## src/rtl/reg_file_reader_pkg.sv

```systemverilog
// Shared widths and state encoding for the register-file dump engine.
package reg_file_reader_pkg;

  localparam int REG_ADDR_W = 5;
  localparam int DATA_W     = 32;

  typedef enum logic [2:0] {
    IDLE,
    FETCH,
    DRAIN0,
    DRAIN1,
    FIN
  } state_t;

endpackage

```

## src/rtl/reg_file_reader.sv

```systemverilog
// Dumps registers FIRST_REG..LAST_REG two at a time through a valid/ready
// stream, snapshotting each pair from the dual read ports in the FETCH cycle.
module reg_file_reader
  import reg_file_reader_pkg::*;
#(
  parameter int FIRST_REG = 0,
  parameter int LAST_REG  = 31
) (
  input  logic                  clk,
  input  logic                  rst,
  input  logic                  start,
  output logic                  busy,
  output logic                  done,
  output logic [REG_ADDR_W-1:0] addr1,
  output logic [REG_ADDR_W-1:0] addr2,
  input  logic [DATA_W-1:0]     rdout1,
  input  logic [DATA_W-1:0]     rdout2,
  output logic                  out_valid,
  input  logic                  out_ready,
  output logic [REG_ADDR_W-1:0] out_addr,
  output logic [DATA_W-1:0]     out_data
);

  localparam logic [5:0] FIRST = 6'(FIRST_REG);
  localparam logic [5:0] LAST  = 6'(LAST_REG);

  state_t                state, state_nx;
  logic [5:0]            ptr, ptr_nx, ptr_p1, ptr_p2;
  logic [DATA_W-1:0]     buf0, buf1;
  logic [REG_ADDR_W-1:0] addr1_q, addr2_q, fetch_a2;

  // Six-bit pointer so ptr+2 past register 31 compares correctly against LAST.
  assign ptr_p1   = ptr + 6'd1;
  assign ptr_p2   = ptr + 6'd2;
  assign fetch_a2 = (ptr_p1 > 6'd31) ? 5'd31 : ptr_p1[4:0];

  always_ff @(posedge clk) begin
    if (rst) begin
      state   <= IDLE;
      ptr     <= '0;
      buf0    <= '0;
      buf1    <= '0;
      addr1_q <= '0;
      addr2_q <= '0;
    end else begin
      state <= state_nx;
      ptr   <= ptr_nx;
      if (state == FETCH) begin
        buf0    <= rdout1;
        buf1    <= rdout2;
        addr1_q <= ptr[4:0];
        addr2_q <= fetch_a2;
      end
    end
  end

  // Read addresses are live only in FETCH and otherwise replay the last fetch.
  always_comb begin
    state_nx  = state;
    ptr_nx    = ptr;
    busy      = 1'b0;
    done      = 1'b0;
    out_valid = 1'b0;
    out_addr  = ptr[4:0];
    out_data  = buf0;
    addr1     = addr1_q;
    addr2     = addr2_q;
    case (state)
      IDLE: begin
        if (start) begin
          ptr_nx   = FIRST;
          state_nx = FETCH;
        end
      end
      FETCH: begin
        busy     = 1'b1;
        addr1    = ptr[4:0];
        addr2    = fetch_a2;
        state_nx = DRAIN0;
      end
      DRAIN0: begin
        busy      = 1'b1;
        out_valid = 1'b1;
        if (out_ready) state_nx = (ptr_p1 <= LAST) ? DRAIN1 : FIN;
      end
      DRAIN1: begin
        busy      = 1'b1;
        out_valid = 1'b1;
        out_addr  = ptr_p1[4:0];
        out_data  = buf1;
        if (out_ready) begin
          ptr_nx   = ptr_p2;
          state_nx = (ptr_p2 <= LAST) ? FETCH : FIN;
        end
      end
      FIN: begin
        done     = 1'b1;
        state_nx = IDLE;
      end
      default: state_nx = IDLE;
    endcase
  end

endmodule

```

## config.mk

```make
export PLATFORM = sky130hd
export DESIGN_NAME = reg_file_reader
export DESIGN_NICKNAME = d
export VERILOG_FILES = /design/src/rtl/reg_file_reader_pkg.sv /design/src/rtl/reg_file_reader.sv
export SDC_FILE = /design/constraint.sdc
export NUM_CORES = 1
export LEC_CHECK = 0
export CAP_MARGIN = 20
export CORE_MARGIN = 3
export CORE_UTILIZATION = 49
export CTS_CLUSTER_SIZE = 12
export DETAILED_ROUTE_END_ITERATION = 7
export PLACE_DENSITY = 0.85
export SKIP_CTS_REPAIR_TIMING = 1
export SLEW_MARGIN = 40
export SYNTH_ARGS = -nofsm -noshare
export SYNTH_HDL_FRONTEND = slang
export SYNTH_SLANG_ARGS = --single-unit
export TNS_END_PERCENT = 1
```

## constraint.sdc

```tcl
create_clock -name clk -period 2.4 [get_ports clk]
set_clock_uncertainty 0.05 [all_clocks]
set_input_delay 0.48 -clock clk [delete_from_list [all_inputs] [get_ports clk]]
set_output_delay 0.48 -clock clk [all_outputs]
set_load 0.005 [all_outputs]
```

==> impl_metrics.json, run 1 <==
{
  "status": "finished with violations",
  "violations": "setup timing",
  "ys_top_cells_by_count": "nand2_1 (225), dfxtp_1 (82), a21oi_1 (70)",
  "power_frac_seq": 0.465,
  "r2r_end": "ptr[3]",
  "slowest_delay_ns": 0.51,
  "syn_avg_cell_area_um2": 7.21,
  "first_pass_iters": 4,
  "slew_headroom": 0.592,
  "setup_slack_ns": -0.200,
  "grt_max_degree": 56,
  "die_h_um": 90.4,
  "power-per-cell-area_mw_per_mm2": 640,
  "synth.top_cell.area_share": 0.471,
  "switching_share": 0.261,
  "cp_slowest_cell": "clkdlybuf4s50_1",
  "fin_nets": 658,
  "drtIter0Drc": 168,
  "h-tree-depth": 3,
  "area_delta_synth_final_pct": 45.1,
  "synth_cell_types": 35,
  "p_leak_nw": 2.29,
  "fmax_mhz": 385,
  "yosysMostFrequentCell": "nand2_1",
  "synth_edf_count": 0,
  "final_layout_size_suffix_gt1_frac": 0.0791,
  "ant_nets": 0,
  "slew_violations": 0,
  "tritoncts": "done",
  "setup_viol": 19,
  "fin_crit_ns": 2.60,
  "critPathMaxFanout": 9,
  "cp_cell_sequence": "buf_4, nand3b_1, inv_4, buf_6, nand2_1, nand2_1, clkdlybuf4s50_1",
  "wl_mm": 9.91,
  "vdd_drop_max_uv": 447,
  "arrival_ns": 2.07,
  "drc": 0,
  "netlist_instances": 484,
  "crit_required_ns": 1.87,
  "io_pins": 118,
  "endpoint": "out_data[2]",
  "floorplan.initialDensity": 0.511,
  "critPathKind": "reg -> out",
  "ys_seq_elements": 82,
  "critPathLaunchType": "register",
  "yosysWarnings": 0,
  "register_area_mm2": 0.00165,
  "gr-total-overflow": 0,
  "grt_pass1_wl_mm": 15.5,
  "nFillCells": 553,
  "power_frac_comb": 0.205,
  "clkPwrFrac": 0.330,
  "antenna_found_initial": 0,
  "avgRoutedWirePerCell_um": 14.4,
  "hp-class": "reg -> reg",
  "grt_pass1_vias": 3376,
  "numCtsBuffers": 9,
  "viasPerCell": 5.07,
  "cts-root-buf": "clkbuf_8",
  "ys.flop_type": "dfxtp_1",
  "post_dp_cell_area_mm2": 0.00469,
  "row_count": 30,
  "fin_crit_sh": 1.08,
  "crit_path_frequent_cell": "nand2_1",
  "pre_cts_ws_ns": 0.169,
  "switching_power_mw": 0.847,
  "syn_nets": 553,
  "netlist_area_mm2": 0.00349,
  "cts.reportedPaths.clkPinSlew_ns": 0.08,
  "reg2reg_depth": 4,
  "synth_area_leader_cell": "dfxtp_1",
  "maxCapViolations": 0,
  "async_reset_ff_frac": 0,
  "clock_path_buffers": 2,
  "clk_latency_ns": 0.33,
  "vias": 3501,
  "reg2reg_slack_ns": 0.64,
  "portBuffers": 117,
  "ys_top_cells_by_area": "dfxtp_1 (47%), nand2_1 (24%), a21oi_1 (10%)",
  "core-area_mm2": 0.00683,
  "ys_seq_area_frac": 0.471,
  "end_kind": "primary output",
  "rsz0062_at_grt": "yes",
  "die_w_um": 90.4,
  "grtUsageTotal": 0.226,
  "crit_start": "state[2]",
  "place_congestion": 0.779,
  "diodes": 0,
  "multiInputGateArea_mm2": 0.00166,
  "die_area_mm2": 0.00817,
  "tightestPinTransition_ns": 0.612,
  "place_hpwl_mm": 6.21,
  "internal-power_mw": 2.39,
  "cts_sinks": 82,
  "r2r-start": "state[2]",
  "final_area_mm2": 0.00506,
  "hold_viol": 0
}
==> per-stage QoR <==
stage	TNS, ns	power [mW]	hold slack, ns	std cells	util
2_1_floorplan	0	1.86	0.387	484	-
3_3_place_gp	0	2.16	0.392	669	0.686
3_5_place_dp	0	2.18	0.397	669	0.686
4_1_cts	-4.49	3.24	0.406	685	0.717
5_1_grt	-4.89	3.40	0.420	690	0.741
6_report	-2.93	3.24	0.405	690	0.741
==> worst min-delay path by stage <==
stage               startpoint        to  slack (ns)  cells past startpoint
floorplan              buf0[0]   buf0[0]        0.39                      2
global placement      buf0[25]  buf0[25]        0.39                      2
detailed placement    buf0[27]  buf0[27]        0.40                      2
CTS                   buf0[27]  buf0[27]        0.41                      2
global route          buf0[30]  buf0[30]        0.42                      2
finish                buf1[27]  buf1[27]        0.40                      2
==> logic make-up (layout without fill, tap and decap cells) <==
family,count (synthesis),after routing,synth area share
compound gates,80,80,0.123
xor+xnor,2,2,0.00502
fa+ha+maj,1,1,0.00359
buf+inv,42,152,0.0581
flops,82,82,0.471
mux,6,6,0.0187
simple gates,271,271,0.321
==> registers in the layout, summed over array words and instances (netlist names) <==
name	cells
state	3
addr1_q	5
ptr	5
buf1	32
buf0	32
addr2_q	5
==> cell type report <==
class | count | area share
Multi-Input combinational cell | 360 | 0.327
Clock buffer | 12 | 0.0267
Sequential cell | 82 | 0.326
Inverter | 2 | 0.00198
Timing Repair Buffer | 134 | 0.280
Clock inverter | 4 | 0.0151
Tap cell | 96 | 0.0237
==> per-layer routing <==
layer	vias to the layer above	track usage	routed length, µm	part of all wire
li1	1754	-	-	-
met1	1616	0.282	4240	0.43
met3	16	0.0550	642	0.065
met4	0	0.0816	154	0.016
met2	115	0.381	4880	0.49
met5	-	0	0	0
==> placed cells by master, fill, tap and decap left out, drive strengths merged, types with 2 or more instances in the layout <==
cell             n
a211o            2
nand2          225
mux2i            2
nor2b            7
mux2             4
bufinv           2
nand3b           4
and2             2
or3b             3
buf             16
nand2b           2
clkdlybuf4s50   95
nand3            6
dlymetal6s2s    21
inv              2
nor4             2
xor2             2
clkbuf          14
dfxtp           82
a21oi           71
nor2            13
a211oi           4
==> power by group through the flow <==
stage / clock network [mW] / registers, mW / logic [mW]
CTS: 1.08 / 1.51 / 0.650
floorplan: 0 / 1.52 / 0.337
finish: 1.07 / 1.51 / 0.664
global route: 1.15 / 1.52 / 0.730
detailed placement: 0 / 1.54 / 0.645
global placement: 0 / 1.53 / 0.632
==> critical path: cells and delay by family, from the launching register on <==
family	cells	cell delay, ns
flops	1	0.36
simple gates	3	0.35
buf+inv	4	1.02
(Power assumes the default switching activity.)
==> run 2: changes to the inputs <==
==> constraint.sdc (replaced) <==
create_clock -name clk -period 3 [get_ports clk]
set_clock_uncertainty 0.05 [all_clocks]
set_input_delay 0.6 -clock clk [delete_from_list [all_inputs] [get_ports clk]]
set_output_delay 0.6 -clock clk [all_outputs]
set_load 0.005 [all_outputs]
==> run 2 against run 1 <==
Compared with the run above:
- the run now ends clean
- register-to-register slack improved by 0.55 ns
- final cell count decreased by 0.87%
- combinational power decreased by 23%
- clock power decreased by 19%
- first-iteration DRC count decreased by 26%
- core utilization decreased by 2.3 points
- global-route usage decreased by 0.19 points
- largest cell class unchanged
- highest routed layer unchanged
==> impl_metrics.json, run 2 (synthesis results as in run 1) <==
{
  "clkPwrFrac": 0.335,
  "switching_power_mw": 0.662,
  "power-per-cell-area_mw_per_mm2": 528,
  "grtUsageTotal": 0.225,
  "core-area_mm2": 0.00683,
  "portBuffers": 117,
  "critPathMaxFanout": 24,
  "die_area_mm2": 0.00817,
  "critPathLaunchType": "register",
  "drc": 0,
  "tritoncts": "done",
  "grt_pass1_vias": 3269,
  "fin_crit_sh": 0.919,
  "internal-power_mw": 1.93,
  "maxCapViolations": 0,
  "row_count": 30,
  "status": "finished clean",
  "grt_pass1_wl_mm": 15.2,
  "pre_cts_ws_ns": 0.466,
  "tightestPinTransition_ns": 0.590,
  "rsz0062_at_grt": "no",
  "fin_crit_ns": 2.76,
  "final_common_cell": "nand2_1",
  "die_h_um": 90.4,
  "reg.largest.list": "buf0 (32), buf1 (32)",
  "cts-root-buf": "clkbuf_8",
  "h-tree-depth": 3,
  "final_layout_size_suffix_gt1_frac": 0.0646,
  "avgRoutedWirePerCell_um": 13.1,
  "crit_cells": 5,
  "cts_sinks": 82,
  "first_pass_iters": 4,
  "mostFrequentLayoutCells": "nand2_1 (225), clkdlybuf4s50_1 (116), dfxtp_1 (82)",
  "fin_nets": 652,
  "setup_viol": 0,
  "clock_path_buffers": 2,
  "arrival_ns": 2.11,
  "ant_nets": 0,
  "whs_path_depth": 2,
  "cp_cell_sequence": "nand3b_1, buf_4, nand2_1, nand2_1, clkdlybuf4s50_1",
  "crit_path_frequent_cell": "nand2_1",
  "viasPerCell": 5.01,
  "slew_violations": 0,
  "setup_slack_ns": 0.243,
  "setup_tns_ns": 0,
  "io_pins": 118,
  "timing.hold.ws_ns": 0.407,
  "crit_required_ns": 2.35,
  "slew_headroom": 0.607,
  "wl_mm": 8.99,
  "switching_share": 0.255,
  "hold_viol": 0,
  "end_kind": "primary output",
  "slowest_delay_ns": 0.55,
  "nFillCells": 573,
  "numCtsBuffers": 9,
  "antenna_found_initial": 0,
  "diodes": 0,
  "gr-total-overflow": 0,
  "area_delta_synth_final_pct": 40.6,
  "stdcell_count": 684,
  "drtIter0Drc": 124,
  "vdd_drop_max_uv": 333,
  "power_frac_seq": 0.467,
  "reg2reg_depth": 4,
  "place_congestion": 0.823,
  "final_area_mm2": 0.00490,
  "vias": 3425,
  "place_hpwl_mm": 5.95,
  "dp.cells": 666,
  "cp_slowest_cell": "dfxtp_1",
  "floorplan.initialDensity": 0.511,
  "grt_max_degree": 59,
  "die_w_um": 90.4,
  "cts.reportedPaths.clkPinSlew_ns": 0.08,
  "post_dp_cell_area_mm2": 0.00466,
  "hp-class": "reg -> reg",
  "p_leak_nw": 1.89,
  "critical_path.top_delay_family": "buffers and inverters",
  "power_frac_comb": 0.198,
  "critPathBufInv": 2,
  "fmax_mhz": 363,
  "critPathKind": "reg -> out",
  "clk_latency_ns": 0.34
}
==> run 2: tightest hold or removal path: stages (launching register included) <==
cell and delay [ns]:
dfxtp_1 0.31, nand2_1 0.05, a21oi_1 0.05
==> run 2: path summary, 6_finish.rpt <==
kind	startpoint	end	slack, ns
setup / recovery	state[2]	out_data[20]	0.24
hold / removal	buf0[13]	buf0[13]	0.41
setup reg to reg	state[2]	buf0[30]	1.19
hold reg to reg	buf0[13]	buf0[13]	0.41
==> run 2: power by group through the flow <==
stage / sequential (mW) / combinational, mW / clock [mW]
finish: 1.21 / 0.513 / 0.867
global route: 1.22 / 0.570 / 0.933
CTS: 1.21 / 0.508 / 0.883
detailed placement: 1.23 / 0.504 / 0
global placement: 1.23 / 0.496 / 0
floorplan: 1.22 / 0.270 / 0
==> run 2: cell type report <==
type	count	area, µm²	share of cell area
timing repair buffer	128	1260	0.258
multi-input combinational	360	1650	0.337
inverter	2	7.51	0.00153
clock buffer	11	141	0.0288
clock inverter	5	77.6	0.0158
sequential	82	1640	0.335
tap	96	120	0.0245
==> run 2: through the flow <==
| stage | total power [mW] | util |
|---|---|---|
| finish | 2.59 | 0.718 |
| detailed placement | 1.74 | 0.682 |
| global placement | 1.72 | 0.681 |
| floorplan | 1.49 | - |
| global route | 2.72 | 0.718 |
| CTS | 2.60 | 0.714 |
==> run 2: routing by layer <==
metal	vias to the layer above	global-route usage	share of wire
met4	0	0.0689	0.012
li1	1746	-	-
met2	117	0.375	0.48
met1	1548	0.291	0.44
met3	14	0.0483	0.072
met5	-	0	0
==> run 3: changes to the inputs <==
--- a/config.mk
+++ b/config.mk
@@ -5,7 +5,6 @@
 export SDC_FILE = /design/constraint.sdc
 export NUM_CORES = 1
 export LEC_CHECK = 0
-export CAP_MARGIN = 20
 export CORE_MARGIN = 3
 export CORE_UTILIZATION = 49
 export CTS_CLUSTER_SIZE = 12
==> constraint.sdc (replaced) <==
create_clock -name clk -period 3 [get_ports clk]
set_clock_uncertainty 0.05 [all_clocks]
set_input_delay 0.6 -clock clk [delete_from_list [all_inputs] [get_ports clk]]
set_output_delay 0.6 -clock clk [all_outputs]
set_load 0.05 [all_outputs]
==> run 3 against run 2 <==
Compared with the run above:
- final cell count is 0.88% lower
- wire length down 1.9%
- total power increased by 5.8%
- core utilization decreased by 1.5 points
- critical path depth shrank 1
- count of clock-buffer cells in the layout is the same
- worst hold slack hardly changed
- setup slack better by 0.024 ns
- largest power group unchanged
==> impl_metrics.json, run 3 (synthesis results as in run 1) <==
{
  "status": "finished clean",
  "power_frac_comb": 0.250,
  "vdd_drop_max_uv": 342,
  "fmax_mhz": 366,
  "cp_cell_sequence": "nor3b_4, buf_4, a21oi_1, buf_12",
  "die_h_um": 90.4,
  "nFillCells": 579,
  "cts-root-buf": "clkbuf_8",
  "critPathBufInv": 2,
  "crit_required_ns": 2.35,
  "maxCapViolations": 0,
  "crit_start": "state[0]",
  "reg2reg_depth": 4,
  "power-per-cell-area_mw_per_mm2": 571,
  "switching_power_mw": 0.843,
  "slew_headroom": 0.608,
  "final_layout_size_suffix_gt1_frac": 0.129,
  "rsz0062_at_grt": "no",
  "setup_viol": 0,
  "internal-power_mw": 1.90,
  "setup_tns_ns": 0,
  "numCtsBuffers": 9,
  "clock_path_buffers": 2,
  "area_delta_synth_final_pct": 37.7,
  "whs_path_depth": 2,
  "r2r-start": "state[0]",
  "power_mw": 2.74,
  "slowest_delay_ns": 0.50,
  "grt_max_degree": 59,
  "dp.cells": 664,
  "ant_nets": 0,
  "holdPathEnd": "buf1[25]",
  "critPathLaunchType": "register",
  "core-area_mm2": 0.00683,
  "tritoncts": "done",
  "switching_share": 0.308,
  "final_common_cell": "nand2_1",
  "antenna_found_initial": 0,
  "place_hpwl_mm": 5.99,
  "place_congestion": 0.804,
  "viasPerCell": 5.09,
  "grtUsageTotal": 0.220,
  "power_frac_seq": 0.441,
  "final_area_mm2": 0.00480,
  "pre_cts_ws_ns": 0.660,
  "stdcell_count": 678,
  "critical_path.top_delay_family": "buffers and inverters",
  "reg2reg_slack_ns": 1.09,
  "setup_slack_ns": 0.267,
  "slew_violations": 0,
  "grt_pass1_vias": 3365,
  "avgRoutedWirePerCell_um": 13.0,
  "clkPwrFrac": 0.309,
  "wl_mm": 8.82,
  "cts.reportedPaths.clkPinSlew_ns": 0.07,
  "gr-total-overflow": 0,
  "clk_latency_ns": 0.33,
  "cts_sinks": 82,
  "drc": 0,
  "arrival_ns": 2.08,
  "hp-class": "reg -> reg",
  "floorplan.initialDensity": 0.511,
  "first_pass_iters": 4,
  "mostFrequentLayoutCells": "nand2_1 (225), dfxtp_1 (82), clkdlybuf4s50_1 (73)",
  "grt_pass1_wl_mm": 14.9,
  "fin_crit_ns": 2.73,
  "vias": 3450,
  "post_dp_cell_area_mm2": 0.00460,
  "timing.hold.ws_ns": 0.407,
  "fin_nets": 648,
  "io_pins": 118,
  "portBuffers": 117,
  "h-tree-depth": 3,
  "r2r_end": "buf1[11]",
  "min-delay-start": "buf1[25]",
  "die_w_um": 90.4,
  "drtIter0Drc": 175,
  "die_area_mm2": 0.00817,
  "diodes": 0,
  "fin_crit_sh": 0.911,
  "reg.largest.list": "buf0 (32), buf1 (32)",
  "row_count": 30,
  "fin_util": 0.703,
  "tightestPinTransition_ns": 0.588,
  "hold_viol": 0,
  "cp_slowest_cell": "nor3b_4",
  "end_kind": "primary output",
  "p_leak_nw": 1.95,
  "critPathMaxFanout": 30,
  "critPathKind": "reg -> out"
}
## run 3: changes by cell type in the layout (fill, tap and decap cells not counted), sizes merged
| cell | previous run | this run |
|---|---|---|
| buf | 12 | 51 |
| clkdlybuf4s50 | 116 | 73 |
| clkinv | 3 | 2 |
| clkinvlp | 1 | 0 |
## run 3: per-layer routing
| layer | track usage | vias up | wire, µm |
|---|---|---|---|
| met5 | 0 | - | 0 |
| met4 | 0.0855 | 0 | 101 |
| met3 | 0.0642 | 8 | 627 |
| met2 | 0.383 | 122 | 4270 |
| met1 | 0.253 | 1588 | 3830 |
| li1 | - | 1732 | - |
## run 3: worst max-delay path by stage
stage | to | slack, ns | cells after the start
after floorplan | addr2[1] | 0.65 | 5
after global placement | addr2[1] | 0.73 | 4
after detailed placement | addr2[1] | 0.66 | 4
after CTS | addr2[1] | 0.26 | 4
after global routing | addr2[1] | 0.1 | 4
final | addr2[1] | 0.27 | 4
## run 3: cell type report
class                      count  area, µm²  area share
sequential                    82       1640       0.342
clock inverter                 3       65.1      0.0135
multi-input combinational    360       1650       0.344
timing repair buffer         124       1180       0.245
tap                           96        120      0.0250
clock buffer                  11        141      0.0294
inverter                       2       7.51     0.00156
## run 3: power groups by stage
stage          combinational [mW]  sequential, mW  clock, mW
3_5_place_dp                0.686            1.23          0
3_3_place_gp                0.675            1.23          0
6_report                    0.685            1.21      0.848
4_1_cts                     0.690            1.21      0.862
2_1_floorplan               0.459            1.22          0
5_1_grt                     0.739            1.22      0.910
## run 3: tightest hold or removal path: cells and delay by family (launching register included)
kind               cells  cell delay [ns]
and+or+nand+nor        1             0.05
AOI/OAI and AO/OA      1             0.05
DFF                    1             0.31
==> RTL change 1, RTL diff (config.mk and constraints of run 2) <==
The package constant `DATA_W` goes from 32 to 16.
--- a/src/rtl/reg_file_reader_pkg.sv
+++ b/src/rtl/reg_file_reader_pkg.sv
@@ -2,7 +2,7 @@
 package reg_file_reader_pkg;
 
   localparam int REG_ADDR_W = 5;
-  localparam int DATA_W     = 32;
+  localparam int DATA_W     = 16;
 
   typedef enum logic [2:0] {
     IDLE,
Ports: changed (resized out_data, rdout1 and rdout2); port bits go from 118 to 70. The function was not compared with the original's and may differ.
==> RTL change 1 against run 2 <==
- area after synthesis shrank 37%
- core utilization is 0.61 points lower
- critical path type unchanged
- sequential cell count decreased by 32
- setup slack lost 86 ps
- clock power down 54%
- wire length down 41%
- cell area shrank 39%
- fmax fell by 3.0%
- via count is 39% lower
- total power down 44%
- sequential power fell by 39%
==> RTL change 1: results (changes against run 2) <==
GRT
  • GR Util All Layers: 20.3% (-2.2 points)
  • Vias in the first global route: 1915 (-41%)
  • Largest net degree at the start of global routing: 31 (-47%)
  • First-pass GRT wire length: 8.54 mm (-44%)

Timing
  • Final hold slack: 407 ps (+0.0100 ps)
  • Least-Margin Pin Slew: 472 ps (-118 ps)

Yosys
  • Synth cell count leaders: 135 x nand2_1, 50 x dfxtp_1, 36 x a21oi_1
  • Post-synthesis mux area share: 0% (-1.9 points)
  • Post-Synth Adder-Cell Area: 0.569% (+0.21 points)
  • Register area share after synthesis: 45.6% (-1.5 points)
  • Synthesis Warnings: 0 (unchanged)
  • Synth Instances: 300 (-38%)
  • FFs w/ async S/R, synth: 0% (unchanged)
  • Compound-gate portion of the synthesized area: 11.3% (-1.0 points)
  • Syn_nets: 337 (-39%)
  • Post-Synth XOR/XNOR Area: 1.99% (+1.5 points)
  • Synth top area cells: dfxtp_1 46%, nand2_1 23%, a21oi_1 8.2%
  • Post-synth cell types: 35 (unchanged)

Critical path
  • RR Endpoint: buf0[8]
  • Slowest stage delay, CP: 490 ps (-60 ps)
  • Worst path slowest cell: clkdlybuf4s50_1
  • CP delay by family, top: buffers and inverters
  • CP Max Fanout: 19 (-21%)
  • Reg2reg setup slack: 1180 ps

Route
  • 1st-iter DRT viols: 100 (-19%)
  • Final Routed Wirelength: 5.31 mm (-41%)
  • Routed vias/inst: 5.07 (+1.2%)
  • WL/cell: 12.9 um (-1.8%)
  • TritonRoute pass-1 iters: 5 (+1)

Min path
  • Min-delay worst type: reg2reg
  • Worst Hold Depth: 2 (unchanged)
  • Hold path endpoint: buf0[13]

Placed design
  • Placed instance area: 2850 um^2 (-39%)
  • Dpl hpwl: 3.64 mm (-39%)
  • Cells after DPL: 399 (-40%)
  • Dpl ws: 363 ps (-103 ps)
  • IO Port Bufs: 69 (-41%)
  • Final Wtd Congestion: 0.845 (+2.7%)

Clock network
  • Root buffer cell: clkbuf_8
  • CTS clk-pin slew, worst paths: 80 ps (about the same)
  • Htree depth: 2 (-1)
  • Worst skew pair latency: 300 ps (-40 ps)
  • Num CTS Buffers: 5 (-4)

Pwr
  • Maximum VDD drop: 0.331 mV (-0.46%)
  • Leakage power: 0.00122 uW (-35%)
  • Internal power: 1060 uW (-45%)

Final layout
  • Top Registers: buf0 x16, buf1 x16
  • Layout cell share with drive strength beyond 1: 6.65% (+0.19 points)

Run status
  • Run status: finished clean
RTL change 1: how the worst max path moves through the flow:
stage                     slack (ps)  depth (start not counted)            to     start
after global placement           400                          3      addr1[0]  state[0]
final                            160                          5  out_data[13]  state[2]
after CTS                          4                          3      addr1[0]  state[0]
after detailed placement         360                          3      addr1[0]  state[0]
after global routing              40                          5   out_data[6]  state[2]
after floorplan                 1230                          6  out_data[10]  state[2]
RTL change 1: cell families (layout without fill, tap and decap cells):
group                      after synthesis  after routing
buffers and inverters                   26             87
AOI/OAI and AO/OA                       47             47
and+or+nand+nor                        171            171
adders and majority gates                1              1
xor gates and xnor gates                 5              5
DFF                                     50             50
RTL change 1: routing by layer:
| layer | global-route usage, % | vias up | share of wire [%] |
|---|---|---|---|
| met5 | 0 | - | 0 |
| met3 | 5.51 | 9 | 7.0 |
| met4 | 5.33 | 0 | 1.1 |
| met1 | 25.2 | 935 | 42 |
| met2 | 34.7 | 67 | 49 |
| li1 | - | 1072 | - |
RTL change 1: power by group through the flow:
stage	combinational (uW)	sequential (uW)	clock (uW)
CTS	301	737	405
finish	309	737	396
detailed placement	299	752	0
global route	340	743	432
floorplan	178	740	0
global placement	294	750	0
RTL change 1: layout make-up:
| cell class | instances | area, um^2 |
|---|---|---|
| fill | 344 | 1200 |
| multi-input combinational | 224 | 1060 |
| sequential | 50 | 1000 |
| timing repair buffer | 77 | 746 |
| clock buffer | 7 | 86.3 |
| tap | 50 | 62.6 |
| inverter | 2 | 7.51 |
| clock inverter | 1 | 5.00 |
RTL change 1: tightest hold or removal path: cells and delay by family (launching register included):
family | cells | cell delay, ps
simple gates | 1 | 50
flops | 1 | 310
compound gates | 1 | 50
==> RTL change 2, RTL diff (config.mk and constraints of run 2) <==
Made on the original files. The 5 states of `state_t` get a one-hot encoding in 5 bits.
--- a/src/rtl/reg_file_reader_pkg.sv
+++ b/src/rtl/reg_file_reader_pkg.sv
@@ -4,12 +4,12 @@
   localparam int REG_ADDR_W = 5;
   localparam int DATA_W     = 32;
 
-  typedef enum logic [2:0] {
-    IDLE,
-    FETCH,
-    DRAIN0,
-    DRAIN1,
-    FIN
+  typedef enum logic [4:0] {
+    IDLE   = 5'b00001,
+    FETCH  = 5'b00010,
+    DRAIN0 = 5'b00100,
+    DRAIN1 = 5'b01000,
+    FIN    = 5'b10000
   } state_t;
 
 endpackage
Check against the original RTL: no difference found for any inputs over 10 cycles, from zero or initial values and one cycle with rst high; not proved beyond that.
==> RTL change 2 against run 2 <==
- global-route usage up 0.51 points
- cell area grew 3.4%
- first-iteration DRC count up 110%
- critical path depth is the same
- combinational power fell by 46%
- wire length grew 7.2%
- die area up 2.9%
- area after synthesis grew 3.1%
- sequential cell count is 2 higher
- total power decreased by 12%
- setup slack worse by 230 ps
- largest cell class unchanged
- highest routed layer unchanged
==> RTL change 2: results (changes against run 2) <==
GRT
  • Grt met2 use: 38.8% (+1.2 points)
  • GR Util All Layers: 23.0% (+0.51 points)
  • Vias in the first global route: 3418 (+4.6%)
  • First-pass GRT wire length: 15.7 mm (+3.3%)
  • Initial antenna violation count: 0 (unchanged)
  • Grt met1 use: 27.7% (-1.4 points)
  • Largest net degree at the start of global routing: 57 (-3.4%)
  • Met3 GRT Util: 4.76% (-0.075 points)

Route
  • Met3 WL: 579 um (-11%)
  • Final Routed Wirelength: 9.64 mm (+7.2%)
  • Routed wl met2: 4.73 mm (+10%)
  • Routed vias/inst: 5.07 (+1.3%)
  • TritonRoute pass-1 iters: 5 (+1)
  • 1st-iter DRT viols: 266 (+110%)
  • DRT met1 WL: 4.08 mm (+3.8%)

Yosys
  • Avg Synthesized Cell Area: 7.12 um^2 (-1.2%)
  • FFs w/ async S/R, synth: 0% (unchanged)
  • Synth top area cells: dfxtp_1 47%, nand2_1 24%, a21oi_1 10%
  • Register area share after synthesis: 46.8% (-0.29 points)
  • Synth cell count leaders: 234 x nand2_1, 84 x dfxtp_1, 75 x a21oi_1
  • Syn_nets: 574 (+3.8%)

Final layout
  • Top Registers: buf0 x32, buf1 x32
  • Layout Cells excl Fill: 708 (+3.5%)
  • Layout cell share with drive strength beyond 1: 6.54% (+0.073 points)
  • Layout Nets: 677 (+3.8%)
  • # fillers: 540 (-5.8%)

Run status
  • Run status: finished clean

Critical path
  • WP data arrival: 2340 ps (+230 ps)
  • CP delay by family, top: simple AND/OR/NAND/NOR gates
  • Worst path slowest cell: clkdlybuf4s50_1
  • Slowest stage delay, CP: 500 ps (-50 ps)
  • Crit. Startpoint: state[1]
  • CP Max Fanout: 12 (-50%)

Placed design
  • Dpl ws: 105 ps (-361 ps)
  • Final Wtd Congestion: 0.817 (-0.63%)
  • Cells after DPL: 691 (+3.8%)
  • Placed instance area: 4800 um^2 (+3.1%)
  • Dpl hpwl: 6.53 mm (+9.8%)

Pwr
  • Maximum VDD drop: 0.255 mV (-23%)
  • Internal power: 1750 uW (-9.1%)
  • Tot Pwr: 2280 uW (-12%)
  • Leakage power: 0.00207 uW (+10%)
  • Flop pwr share: 50.7% (+4.0 points)
  • Clock power frac: 37.2% (+3.7 points)
  • PwrDens: 450 nW/um^2 (-15%)

Timing
  • Slew HR: 62.5% (+1.8 points)

Clock network
  • Num CTS Buffers: 9 (unchanged)
  • Worst skew pair latency: 340 ps (about the same)
## RTL change 2: cell count changes after synthesis, moves of 5 or more
cell and change:
nor2b_1 -6, buf_2 -7, nor2_1 -5, o21ai_0 +6, clkbuf_1 +6, nand2_1 +9
a21oi_1 +5
## RTL change 2: cells by family after synthesis
group	after synthesis	share of synthesized area, %
simple gates	281	32.2
flops	84	46.8
fa+ha+maj	1	0.348
compound gates	90	13.2
buf+inv	43	5.29
xor+xnor	2	0.487
mux	4	1.67
## RTL change 2: worst paths after layout
path	end	slack (ps)	depth (start not counted)
max	addr2[0]	10	5
min	buf0[13]	410	2
max reg2reg	buf1[29]	1000	5
min reg2reg	buf0[13]	410	2
## RTL change 2: layout make-up
class	count	area share (%)
Clock inverter	5	1.53
Tap cell	96	2.37
Clock buffer	10	2.52
Multi-Input combinational cell	378	34.2
Timing Repair Buffer	130	25.8
Sequential cell	84	33.2
Inverter	5	0.370
